`src/rtl/can_lite_axi_access_arbiter_if.sv`:
```
// Bus bundle for the CAN-lite AXI access arbiter: requester side plus the
// AXI4-Lite master side. master = arbiter view, slave = environment view.
interface can_lite_axi_access_arbiter_if #(
  parameter int NUM_REQ   = 3,
  parameter int OFS_WIDTH = 10
);
  logic [NUM_REQ-1:0]           REQ_VALID;
  logic [NUM_REQ-1:0]           REQ_WE;
  logic [NUM_REQ*OFS_WIDTH-1:0] REQ_OFS;
  logic [NUM_REQ*32-1:0]        REQ_WDATA;
  logic [NUM_REQ-1:0]           REQ_DONE;
  logic [31:0]                  RSP_RDATA;
  logic                         RSP_ERR;

  logic [31:0] M_AXI_AWADDR;
  logic        M_AXI_AWVALID;
  logic        M_AXI_AWREADY;
  logic [31:0] M_AXI_WDATA;
  logic [3:0]  M_AXI_WSTRB;
  logic        M_AXI_WVALID;
  logic        M_AXI_WREADY;
  logic [1:0]  M_AXI_BRESP;
  logic        M_AXI_BVALID;
  logic        M_AXI_BREADY;
  logic [31:0] M_AXI_ARADDR;
  logic        M_AXI_ARVALID;
  logic        M_AXI_ARREADY;
  logic [31:0] M_AXI_RDATA;
  logic [1:0]  M_AXI_RRESP;
  logic        M_AXI_RVALID;
  logic        M_AXI_RREADY;

  modport master (
    input  REQ_VALID, REQ_WE, REQ_OFS, REQ_WDATA,
    output REQ_DONE, RSP_RDATA, RSP_ERR,
    output M_AXI_AWADDR, M_AXI_AWVALID,
    input  M_AXI_AWREADY,
    output M_AXI_WDATA, M_AXI_WSTRB, M_AXI_WVALID,
    input  M_AXI_WREADY,
    input  M_AXI_BRESP, M_AXI_BVALID,
    output M_AXI_BREADY,
    output M_AXI_ARADDR, M_AXI_ARVALID,
    input  M_AXI_ARREADY,
    input  M_AXI_RDATA, M_AXI_RRESP, M_AXI_RVALID,
    output M_AXI_RREADY
  );

  modport slave (
    output REQ_VALID, REQ_WE, REQ_OFS, REQ_WDATA,
    input  REQ_DONE, RSP_RDATA, RSP_ERR,
    input  M_AXI_AWADDR, M_AXI_AWVALID,
    output M_AXI_AWREADY,
    input  M_AXI_WDATA, M_AXI_WSTRB, M_AXI_WVALID,
    output M_AXI_WREADY,
    output M_AXI_BRESP, M_AXI_BVALID,
    input  M_AXI_BREADY,
    input  M_AXI_ARADDR, M_AXI_ARVALID,
    output M_AXI_ARREADY,
    output M_AXI_RDATA, M_AXI_RRESP, M_AXI_RVALID,
    input  M_AXI_RREADY
  );
endinterface

```
`src/rtl/can_lite_axi_access_arbiter.sv`:
```
// Round-robin arbiter sharing one AXI4-Lite slave among NUM_REQ requesters.
// Ports: S_AXI_ACLK, S_AXI_ARESET (async, active-high), bus (master modport).
module can_lite_axi_access_arbiter #(
  parameter int          NUM_REQ            = 3,
  parameter int          OFS_WIDTH          = 10,
  parameter logic [31:0] C_BASEADDR         = 32'h7240_0000,
  parameter int          C_S_AXI_DATA_WIDTH = 32
) (
  input logic S_AXI_ACLK,
  input logic S_AXI_ARESET,
  can_lite_axi_access_arbiter_if.master bus
);
  localparam int DW = C_S_AXI_DATA_WIDTH;
  localparam int IW = (NUM_REQ > 1) ? $clog2(NUM_REQ) : 1;

  typedef enum logic [2:0] {
    IDLE, WR, WR_RESP, RD, RD_DATA
  } state_t;

  state_t              state_q, state_d;
  logic [IW-1:0]       grant_q, grant_d;
  logic [IW-1:0]       last_q, last_d;
  logic [DW-1:0]       addr_q, addr_d;
  logic [DW-1:0]       wdata_q, wdata_d;
  logic [DW-1:0]       rdata_q, rdata_d;
  logic                aw_ok_q, aw_ok_d;
  logic                w_ok_q, w_ok_d;
  logic [NUM_REQ-1:0]  done_q, done_d;
  logic                err_q, err_d;

  logic [OFS_WIDTH-1:0] ofs_a [NUM_REQ];
  logic [DW-1:0]        wd_a  [NUM_REQ];

  for (genvar g = 0; g < NUM_REQ; g++) begin : g_unpack
    assign ofs_a[g] = bus.REQ_OFS[g*OFS_WIDTH +: OFS_WIDTH];
    assign wd_a[g]  = bus.REQ_WDATA[g*DW +: DW];
  end

  logic          found;
  logic [IW-1:0] pick;
  logic [IW-1:0] jj;

  // First active requester strictly after the last grant, wrapping.
  always_comb begin
    found = 1'b0;
    pick  = '0;
    jj    = '0;
    for (int k = 1; k <= NUM_REQ; k++) begin
      jj = IW'((int'(last_q) + k) % NUM_REQ);
      if (!found && bus.REQ_VALID[jj]) begin
        found = 1'b1;
        pick  = jj;
      end
    end
  end

  always_comb begin
    state_d = state_q;
    grant_d = grant_q;
    last_d  = last_q;
    addr_d  = addr_q;
    wdata_d = wdata_q;
    rdata_d = rdata_q;
    aw_ok_d = aw_ok_q;
    w_ok_d  = w_ok_q;
    done_d  = '0;
    err_d   = 1'b0;
    unique case (state_q)
      IDLE: begin
        // The DONE cycle is still IDLE; the requester may still show
        // VALID there, so grants wait one cycle.
        if (found && done_q == '0) begin
          grant_d = pick;
          last_d  = pick;
          addr_d  = C_BASEADDR |
                    {{(DW-OFS_WIDTH){1'b0}}, ofs_a[pick]};
          wdata_d = wd_a[pick];
          aw_ok_d = 1'b0;
          w_ok_d  = 1'b0;
          state_d = bus.REQ_WE[pick] ? WR : RD;
        end
      end
      WR: begin
        aw_ok_d = aw_ok_q | bus.M_AXI_AWREADY;
        w_ok_d  = w_ok_q | bus.M_AXI_WREADY;
        if (aw_ok_d && w_ok_d) state_d = WR_RESP;
      end
      WR_RESP: begin
        if (bus.M_AXI_BVALID) begin
          done_d[grant_q] = 1'b1;
          err_d   = bus.M_AXI_BRESP != 2'b00;
          state_d = IDLE;
        end
      end
      RD: begin
        if (bus.M_AXI_ARREADY) state_d = RD_DATA;
      end
      RD_DATA: begin
        if (bus.M_AXI_RVALID) begin
          rdata_d = bus.M_AXI_RDATA;
          done_d[grant_q] = 1'b1;
          err_d   = bus.M_AXI_RRESP != 2'b00;
          state_d = IDLE;
        end
      end
      default: state_d = IDLE;
    endcase
  end

  always_ff @(posedge S_AXI_ACLK or posedge S_AXI_ARESET) begin
    if (S_AXI_ARESET) begin
      state_q <= IDLE;
      grant_q <= '0;
      last_q  <= IW'(NUM_REQ - 1);
      addr_q  <= '0;
      wdata_q <= '0;
      rdata_q <= '0;
      aw_ok_q <= 1'b0;
      w_ok_q  <= 1'b0;
      done_q  <= '0;
      err_q   <= 1'b0;
    end else begin
      state_q <= state_d;
      grant_q <= grant_d;
      last_q  <= last_d;
      addr_q  <= addr_d;
      wdata_q <= wdata_d;
      rdata_q <= rdata_d;
      aw_ok_q <= aw_ok_d;
      w_ok_q  <= w_ok_d;
      done_q  <= done_d;
      err_q   <= err_d;
    end
  end

  assign bus.M_AXI_AWADDR  = addr_q;
  assign bus.M_AXI_ARADDR  = addr_q;
  assign bus.M_AXI_WDATA   = wdata_q;
  assign bus.M_AXI_WSTRB   = 4'hF;
  assign bus.M_AXI_AWVALID = (state_q == WR) && !aw_ok_q;
  assign bus.M_AXI_WVALID  = (state_q == WR) && !w_ok_q;
  assign bus.M_AXI_BREADY  = (state_q == WR_RESP);
  assign bus.M_AXI_ARVALID = (state_q == RD);
  assign bus.M_AXI_RREADY  = (state_q == RD_DATA);
  assign bus.REQ_DONE      = done_q;
  assign bus.RSP_RDATA     = rdata_q;
  assign bus.RSP_ERR       = err_q;
endmodule

```
`src/flat_wrapper.sv`:
```
// flat-port wrapper written by rule: the top's interface ports become plain ports
module can_lite_axi_access_arbiter_flat 
#(
  parameter int          NUM_REQ            = 3,
  parameter int          OFS_WIDTH          = 10,
  parameter logic [31:0] C_BASEADDR         = 32'h7240_0000,
  parameter int          C_S_AXI_DATA_WIDTH = 32
)
  (S_AXI_ACLK, S_AXI_ARESET, bus_REQ_VALID, bus_REQ_WE, bus_REQ_OFS, bus_REQ_WDATA, bus_REQ_DONE, bus_RSP_RDATA, bus_RSP_ERR, bus_M_AXI_AWADDR, bus_M_AXI_AWVALID, bus_M_AXI_AWREADY, bus_M_AXI_WDATA, bus_M_AXI_WSTRB, bus_M_AXI_WVALID, bus_M_AXI_WREADY, bus_M_AXI_BRESP, bus_M_AXI_BVALID, bus_M_AXI_BREADY, bus_M_AXI_ARADDR, bus_M_AXI_ARVALID, bus_M_AXI_ARREADY, bus_M_AXI_RDATA, bus_M_AXI_RRESP, bus_M_AXI_RVALID, bus_M_AXI_RREADY);
  can_lite_axi_access_arbiter_if #(.NUM_REQ(NUM_REQ), .OFS_WIDTH(OFS_WIDTH)) bus_i ();
  input logic S_AXI_ACLK;
  input logic S_AXI_ARESET;
  input wire logic [$bits(bus_i.REQ_VALID)-1:0] bus_REQ_VALID;
  input wire logic [$bits(bus_i.REQ_WE)-1:0] bus_REQ_WE;
  input wire logic [$bits(bus_i.REQ_OFS)-1:0] bus_REQ_OFS;
  input wire logic [$bits(bus_i.REQ_WDATA)-1:0] bus_REQ_WDATA;
  output wire logic [$bits(bus_i.REQ_DONE)-1:0] bus_REQ_DONE;
  output wire logic [$bits(bus_i.RSP_RDATA)-1:0] bus_RSP_RDATA;
  output wire logic [$bits(bus_i.RSP_ERR)-1:0] bus_RSP_ERR;
  output wire logic [$bits(bus_i.M_AXI_AWADDR)-1:0] bus_M_AXI_AWADDR;
  output wire logic [$bits(bus_i.M_AXI_AWVALID)-1:0] bus_M_AXI_AWVALID;
  input wire logic [$bits(bus_i.M_AXI_AWREADY)-1:0] bus_M_AXI_AWREADY;
  output wire logic [$bits(bus_i.M_AXI_WDATA)-1:0] bus_M_AXI_WDATA;
  output wire logic [$bits(bus_i.M_AXI_WSTRB)-1:0] bus_M_AXI_WSTRB;
  output wire logic [$bits(bus_i.M_AXI_WVALID)-1:0] bus_M_AXI_WVALID;
  input wire logic [$bits(bus_i.M_AXI_WREADY)-1:0] bus_M_AXI_WREADY;
  input wire logic [$bits(bus_i.M_AXI_BRESP)-1:0] bus_M_AXI_BRESP;
  input wire logic [$bits(bus_i.M_AXI_BVALID)-1:0] bus_M_AXI_BVALID;
  output wire logic [$bits(bus_i.M_AXI_BREADY)-1:0] bus_M_AXI_BREADY;
  output wire logic [$bits(bus_i.M_AXI_ARADDR)-1:0] bus_M_AXI_ARADDR;
  output wire logic [$bits(bus_i.M_AXI_ARVALID)-1:0] bus_M_AXI_ARVALID;
  input wire logic [$bits(bus_i.M_AXI_ARREADY)-1:0] bus_M_AXI_ARREADY;
  input wire logic [$bits(bus_i.M_AXI_RDATA)-1:0] bus_M_AXI_RDATA;
  input wire logic [$bits(bus_i.M_AXI_RRESP)-1:0] bus_M_AXI_RRESP;
  input wire logic [$bits(bus_i.M_AXI_RVALID)-1:0] bus_M_AXI_RVALID;
  output wire logic [$bits(bus_i.M_AXI_RREADY)-1:0] bus_M_AXI_RREADY;
  assign bus_i.REQ_VALID = bus_REQ_VALID;
  assign bus_i.REQ_WE = bus_REQ_WE;
  assign bus_i.REQ_OFS = bus_REQ_OFS;
  assign bus_i.REQ_WDATA = bus_REQ_WDATA;
  assign bus_REQ_DONE = bus_i.REQ_DONE;
  assign bus_RSP_RDATA = bus_i.RSP_RDATA;
  assign bus_RSP_ERR = bus_i.RSP_ERR;
  assign bus_M_AXI_AWADDR = bus_i.M_AXI_AWADDR;
  assign bus_M_AXI_AWVALID = bus_i.M_AXI_AWVALID;
  assign bus_i.M_AXI_AWREADY = bus_M_AXI_AWREADY;
  assign bus_M_AXI_WDATA = bus_i.M_AXI_WDATA;
  assign bus_M_AXI_WSTRB = bus_i.M_AXI_WSTRB;
  assign bus_M_AXI_WVALID = bus_i.M_AXI_WVALID;
  assign bus_i.M_AXI_WREADY = bus_M_AXI_WREADY;
  assign bus_i.M_AXI_BRESP = bus_M_AXI_BRESP;
  assign bus_i.M_AXI_BVALID = bus_M_AXI_BVALID;
  assign bus_M_AXI_BREADY = bus_i.M_AXI_BREADY;
  assign bus_M_AXI_ARADDR = bus_i.M_AXI_ARADDR;
  assign bus_M_AXI_ARVALID = bus_i.M_AXI_ARVALID;
  assign bus_i.M_AXI_ARREADY = bus_M_AXI_ARREADY;
  assign bus_i.M_AXI_RDATA = bus_M_AXI_RDATA;
  assign bus_i.M_AXI_RRESP = bus_M_AXI_RRESP;
  assign bus_i.M_AXI_RVALID = bus_M_AXI_RVALID;
  assign bus_M_AXI_RREADY = bus_i.M_AXI_RREADY;
  can_lite_axi_access_arbiter #(.NUM_REQ(NUM_REQ), .OFS_WIDTH(OFS_WIDTH), .C_BASEADDR(C_BASEADDR), .C_S_AXI_DATA_WIDTH(C_S_AXI_DATA_WIDTH)) u_core (.S_AXI_ACLK(S_AXI_ACLK), .S_AXI_ARESET(S_AXI_ARESET), .bus(bus_i));
endmodule
```
`config.mk`:
```
export PLATFORM = sky130hd
export DESIGN_NAME = can_lite_axi_access_arbiter_flat
export DESIGN_NICKNAME = d
export VERILOG_FILES = /design/src/rtl/can_lite_axi_access_arbiter_if.sv /design/src/rtl/can_lite_axi_access_arbiter.sv /design/src/flat_wrapper.sv
export SDC_FILE = /design/constraint.sdc
export NUM_CORES = 1
export LEC_CHECK = 0
export BUFFER_PORTS_ARGS = -buffer_cell sky130_fd_sc_hd__buf_2
export CAP_MARGIN = 20
export CORE_AREA = 2 2 124 126
export CTS_BUF_LIST = sky130_fd_sc_hd__clkbuf_8 sky130_fd_sc_hd__clkbuf_16
export DETAILED_ROUTE_END_ITERATION = 8
export DIE_AREA = 0 0 126 128
export GPL_ROUTABILITY_DRIVEN = 0
export HOLD_SLACK_MARGIN = 0.12
export PLACE_DENSITY = 0.66
export SETUP_SLACK_MARGIN = 0.3
export SYNTH_ARGS = -nofsm -noshare
export SYNTH_HDL_FRONTEND = slang
export SYNTH_SLANG_ARGS = --single-unit
```
`constraint.sdc`:
```
create_clock -name S_AXI_ACLK -period 3.2 [get_ports S_AXI_ACLK]
set_clock_uncertainty 0.15 [all_clocks]
set_input_delay 0.48 -clock S_AXI_ACLK [delete_from_list [all_inputs] [get_ports S_AXI_ACLK]]
set_output_delay 0.48 -clock S_AXI_ACLK [all_outputs]
set_load 0.01 [all_outputs]
```
==> impl_metrics.csv <==
group,metric,value,unit
outcome,status,"finished clean",
clock_tree,htree_levels,3,
pwr,p_seq_share,27.5,%
clock_tree,clock-sinks,87,
detailed_routing,drcViolationCount,0,
clock_tree,cts_buffer_depth,2,
global_routing,gr-total-overflow,0,
worst_setup_path,critPathCaptureType,"flop",
floorplan,io_pins,316,
worst_setup_path,rr_worst_depth,9,
synth,ys_warn_count,0,
synth,synth-simple-area-share,12.49,%
synth,postSynthAreaPerCell,10.74,µm²
layout,multi_input_area,2349,µm²
clock_tree,ctsHoldBuffers,0,
clock_tree,cts_buffers,9,
global_routing,antenna_found_initial,0,
pwr,switching_power,3.020,mW
pwr,power,7.040,mW
floorplan,die_area,16130,µm²
worst_setup_path,startpoint,"u_core.last_q[1]",
synth,synth-xor-area-share,0,%
synth,synth-compound-area-share,13.24,%
synth,ys_seq_area_share,43.07,%
layout,drive_gt1_share,53.27,%
sta,finalSetupViolations,0,
floorplan,core-area,14860,µm²
floorplan,die_w,126,µm
global_routing,grt_pass1_wl,22420,µm
place,io_buffers,277,
worst_setup_path,cp_slowest_cell,"dfstp_2",
worst_setup_path,rr_endpoint,"u_core.bus.M_AXI_WDATA[2]",
sta,relSlewSlack,45.94,%
worst_setup_path,start_kind,"flop",
worst_setup_path,rr_startpoint,"u_core.last_q[1]",
synth,muxShareOfSynthArea,16.90,%
sta,hold_viol,0,
worst_setup_path,path_cells,"inv_1 > ha_1 > inv_1 > mux2_2 > nand3b_1 > and4_4 > nand2b_4 > buf_12 > o211ai_1",
sta,holdWs,0.1023,ns
place,place_ws,0.4506,ns
synth,synth_fa_ha_area_share,0.9896,%
clock_tree,clk_latency,0.34,ns
synth,synthDistinctLibCells,43,
pwr,p_per_area,1064,nW/µm²
worst_setup_path,r2r_slack,0.45,ns
layout,final_cell_count_no_fill,908,
place,post-place-cells,891,
global_routing,grt_max_degree,45,
synth,ys_ff_latch,87,
sta,fin_setup_tns,0,ns
pwr,pwr-share-comb,56.7,%
sta,setup_slack,0.4472,ns
worst_setup_path,slowest_delay,0.54,ns
layout,utilization,44.52,%
clock_tree,path_clk_slew,0.07,ns
detailed_routing,wl,14720,µm
pwr,clkPwrFrac,15.8,%
sta,fin_crit,2.753,ns
synth,synth_top_family_by_area,"multiplexers",
sta,rsz0062_at_grt,"false",
detailed_routing,vias,4286,
layout,stdcell_area,6618,µm²
place,post_dp_cell_area,6292,µm²
pwr,p_int,4.020,mW
sta,fmax,363.3,MHz
detailed_routing,routedWlPerCell,16.21,µm
pwr,swShare,42.90,%
pwr,vdd.ir_drop.worst,0.4336,mV
synth,synth_flop_cell,"dfrtp_1",
worst_setup_path,worst-setup-path-type,"reg -> reg",
sta,maxSlewViolCount,0,
sta,worst_pin_slew,0.8109,ns
detailed_routing,drt_iter0_markers,162,
layout,fin_nets,893,
layout,area_growth_syn_to_layout,30.85,%
clock_tree,root_buffer,"clkbuf_16",
floorplan,die_h,128,µm
clock_tree,cts_tree,"yes",
synth,syn_inst,471,
job,cap_violations,0,
floorplan,initial_core_util,34.02,%
global_routing,grt_usage,17.72,%
synth,synth_async_sr_flop_share,100.0,%
global_routing,grt_pass1_vias,4142,
place,dp_hpwl,11310,µm
synth,synth-edff-count,0,
worst_setup_path,cp_max_fo,34,
layout,fillers,1459,
sta,fin_crit_sh,86.02,%
worst_setup_path,path_common_cell,"inv_1",
clock_tree,post_cts_buffers,0,
worst_setup_path,cp.required,3.30,ns
detailed_routing,route.antenna.remaining_nets,0,
worst_setup_path,critPathBufInv,3,
layout,seqCellArea,2178,µm²
worst_setup_path,crit_arrival,2.86,ns
worst_hold_path,hold_class,"in -> async",
synth,syn_area,5057,µm²
floorplan,rows,45,
pwr,power.leakage,3.511,nW
clock_tree,ctsResizeCount,0,
worst_setup_path,cp_top_family,"flip-flops",
detailed_routing,firstDrtPassIters,4,
detailed_routing,viasPerCell,4.720,
[worst max path at each step]
stage	end	cells after the start
floorplan	u_core.aw_ok_q	1
global placement	u_core.bus.M_AXI_WDATA[27]	9
detailed placement	u_core.bus.M_AXI_WDATA[20]	9
finish	u_core.bus.M_AXI_WDATA[2]	9
CTS	u_core.bus.M_AXI_WDATA[2]	9
global route	u_core.bus.M_AXI_WDATA[2]	9
[sequential cells by signal (all words and copies together) (netlist names)]
register                 flops
u_core.state_q               3
u_core.last_q                1
u_core.grant_q               2
u_core.bus.M_AXI_ARADDR     11
u_core.aw_ok_q               1
u_core.bus.REQ_DONE          3
u_core.bus.M_AXI_WDATA      32
u_core.bus.RSP_ERR           1
u_core.w_ok_q                1
u_core.bus.RSP_RDATA        32
[cells in the final DEF, fill, tap and decap left out, types with 2 or more instances in the layout]
cell and instances:
a21oi_1 6, a31oi_1 2, and2_1 2, buf_12 3, buf_2 277, buf_4 6, clkbuf_16 9, clkbuf_8 3
clkinv_2 2, clkinv_4 2, conb_1 38, dfrtp_1 86, ha_1 4, inv_1 7, mux2_2 35, mux2i_1 46
nand2_1 55, nand2b_1 5, nand3_1 42, nand3b_1 2, nand4_1 2, nor2_1 11, nor2b_1 5, nor4_1 2
o211ai_1 3, o211ai_2 39, o21ai_0 5
[power by group through the flow]
| stage | clock network [mW] | registers (mW) | logic, mW |
|---|---|---|---|
| 6_report | 1.11 | 1.93 | 3.99 |
| 5_1_grt | 1.20 | 2.01 | 4.34 |
| 4_1_cts | 1.14 | 1.94 | 4.06 |
| 3_5_place_dp | 0 | 1.94 | 4.06 |
| 3_3_place_gp | 0 | 1.94 | 4.01 |
| 2_1_floorplan | 0 | 2.11 | 2.78 |
[metal layers]
metal  up-vias  track usage [%]  wire length [µm]
li1       2044                -                 -
met1      2006            21.34              5825
met2       227            30.65              7367
met3         9            6.469              1425
met4         0            3.555               104
met5         -                0                 0
[area by class of cell]
type                       instances  area share, %
inverter                           8         0.4727
multi-input combinational        321          35.49
timing repair buffer             287          22.71
tap                              188          3.555
antenna                            1        0.03781
clock inverter                     4         0.7941
sequential                        87          32.92
clock buffer                      12          4.027
[kinds of logic (layout without fill, tap and decap cells)]
family	count (synthesis)	after routing
AND/OR/NAND/NOR	132	132
buffers and inverters	99	311
flip-flops	87	87
multiplexers	81	81
AO/OA/AOI/OAI	66	66
adder cells (fa/ha/maj)	4	4
other	2	39
[cell usage after synthesis, types with 6 or more instances]
cell       n  area share, %
a21oi_1    6           0.59
buf_2     16            1.6
buf_4     59            8.8
buf_6      7            1.6
clkbuf_1   8           0.59
dfrtp_1   86             43
inv_1      8           0.59
mux2_2    35            7.8
mux2i_1   46            9.1
nand2_1   55            4.1
nand3_1   42            4.2
nor2_1    11           0.82
o211ai_2  39            9.6
[worst reg2reg max path: cells and delay by family (launching register included)]
family	cells	cell delay [ns]
multiplexers	1	0.37
buffers and inverters	3	0.44
adder cells (fa/ha/maj)	1	0.40
AND/OR/NAND/NOR	3	0.53
AO/OA/AOI/OAI	1	0.24
flip-flops	1	0.54
Power figures use the tool's default switching activity.
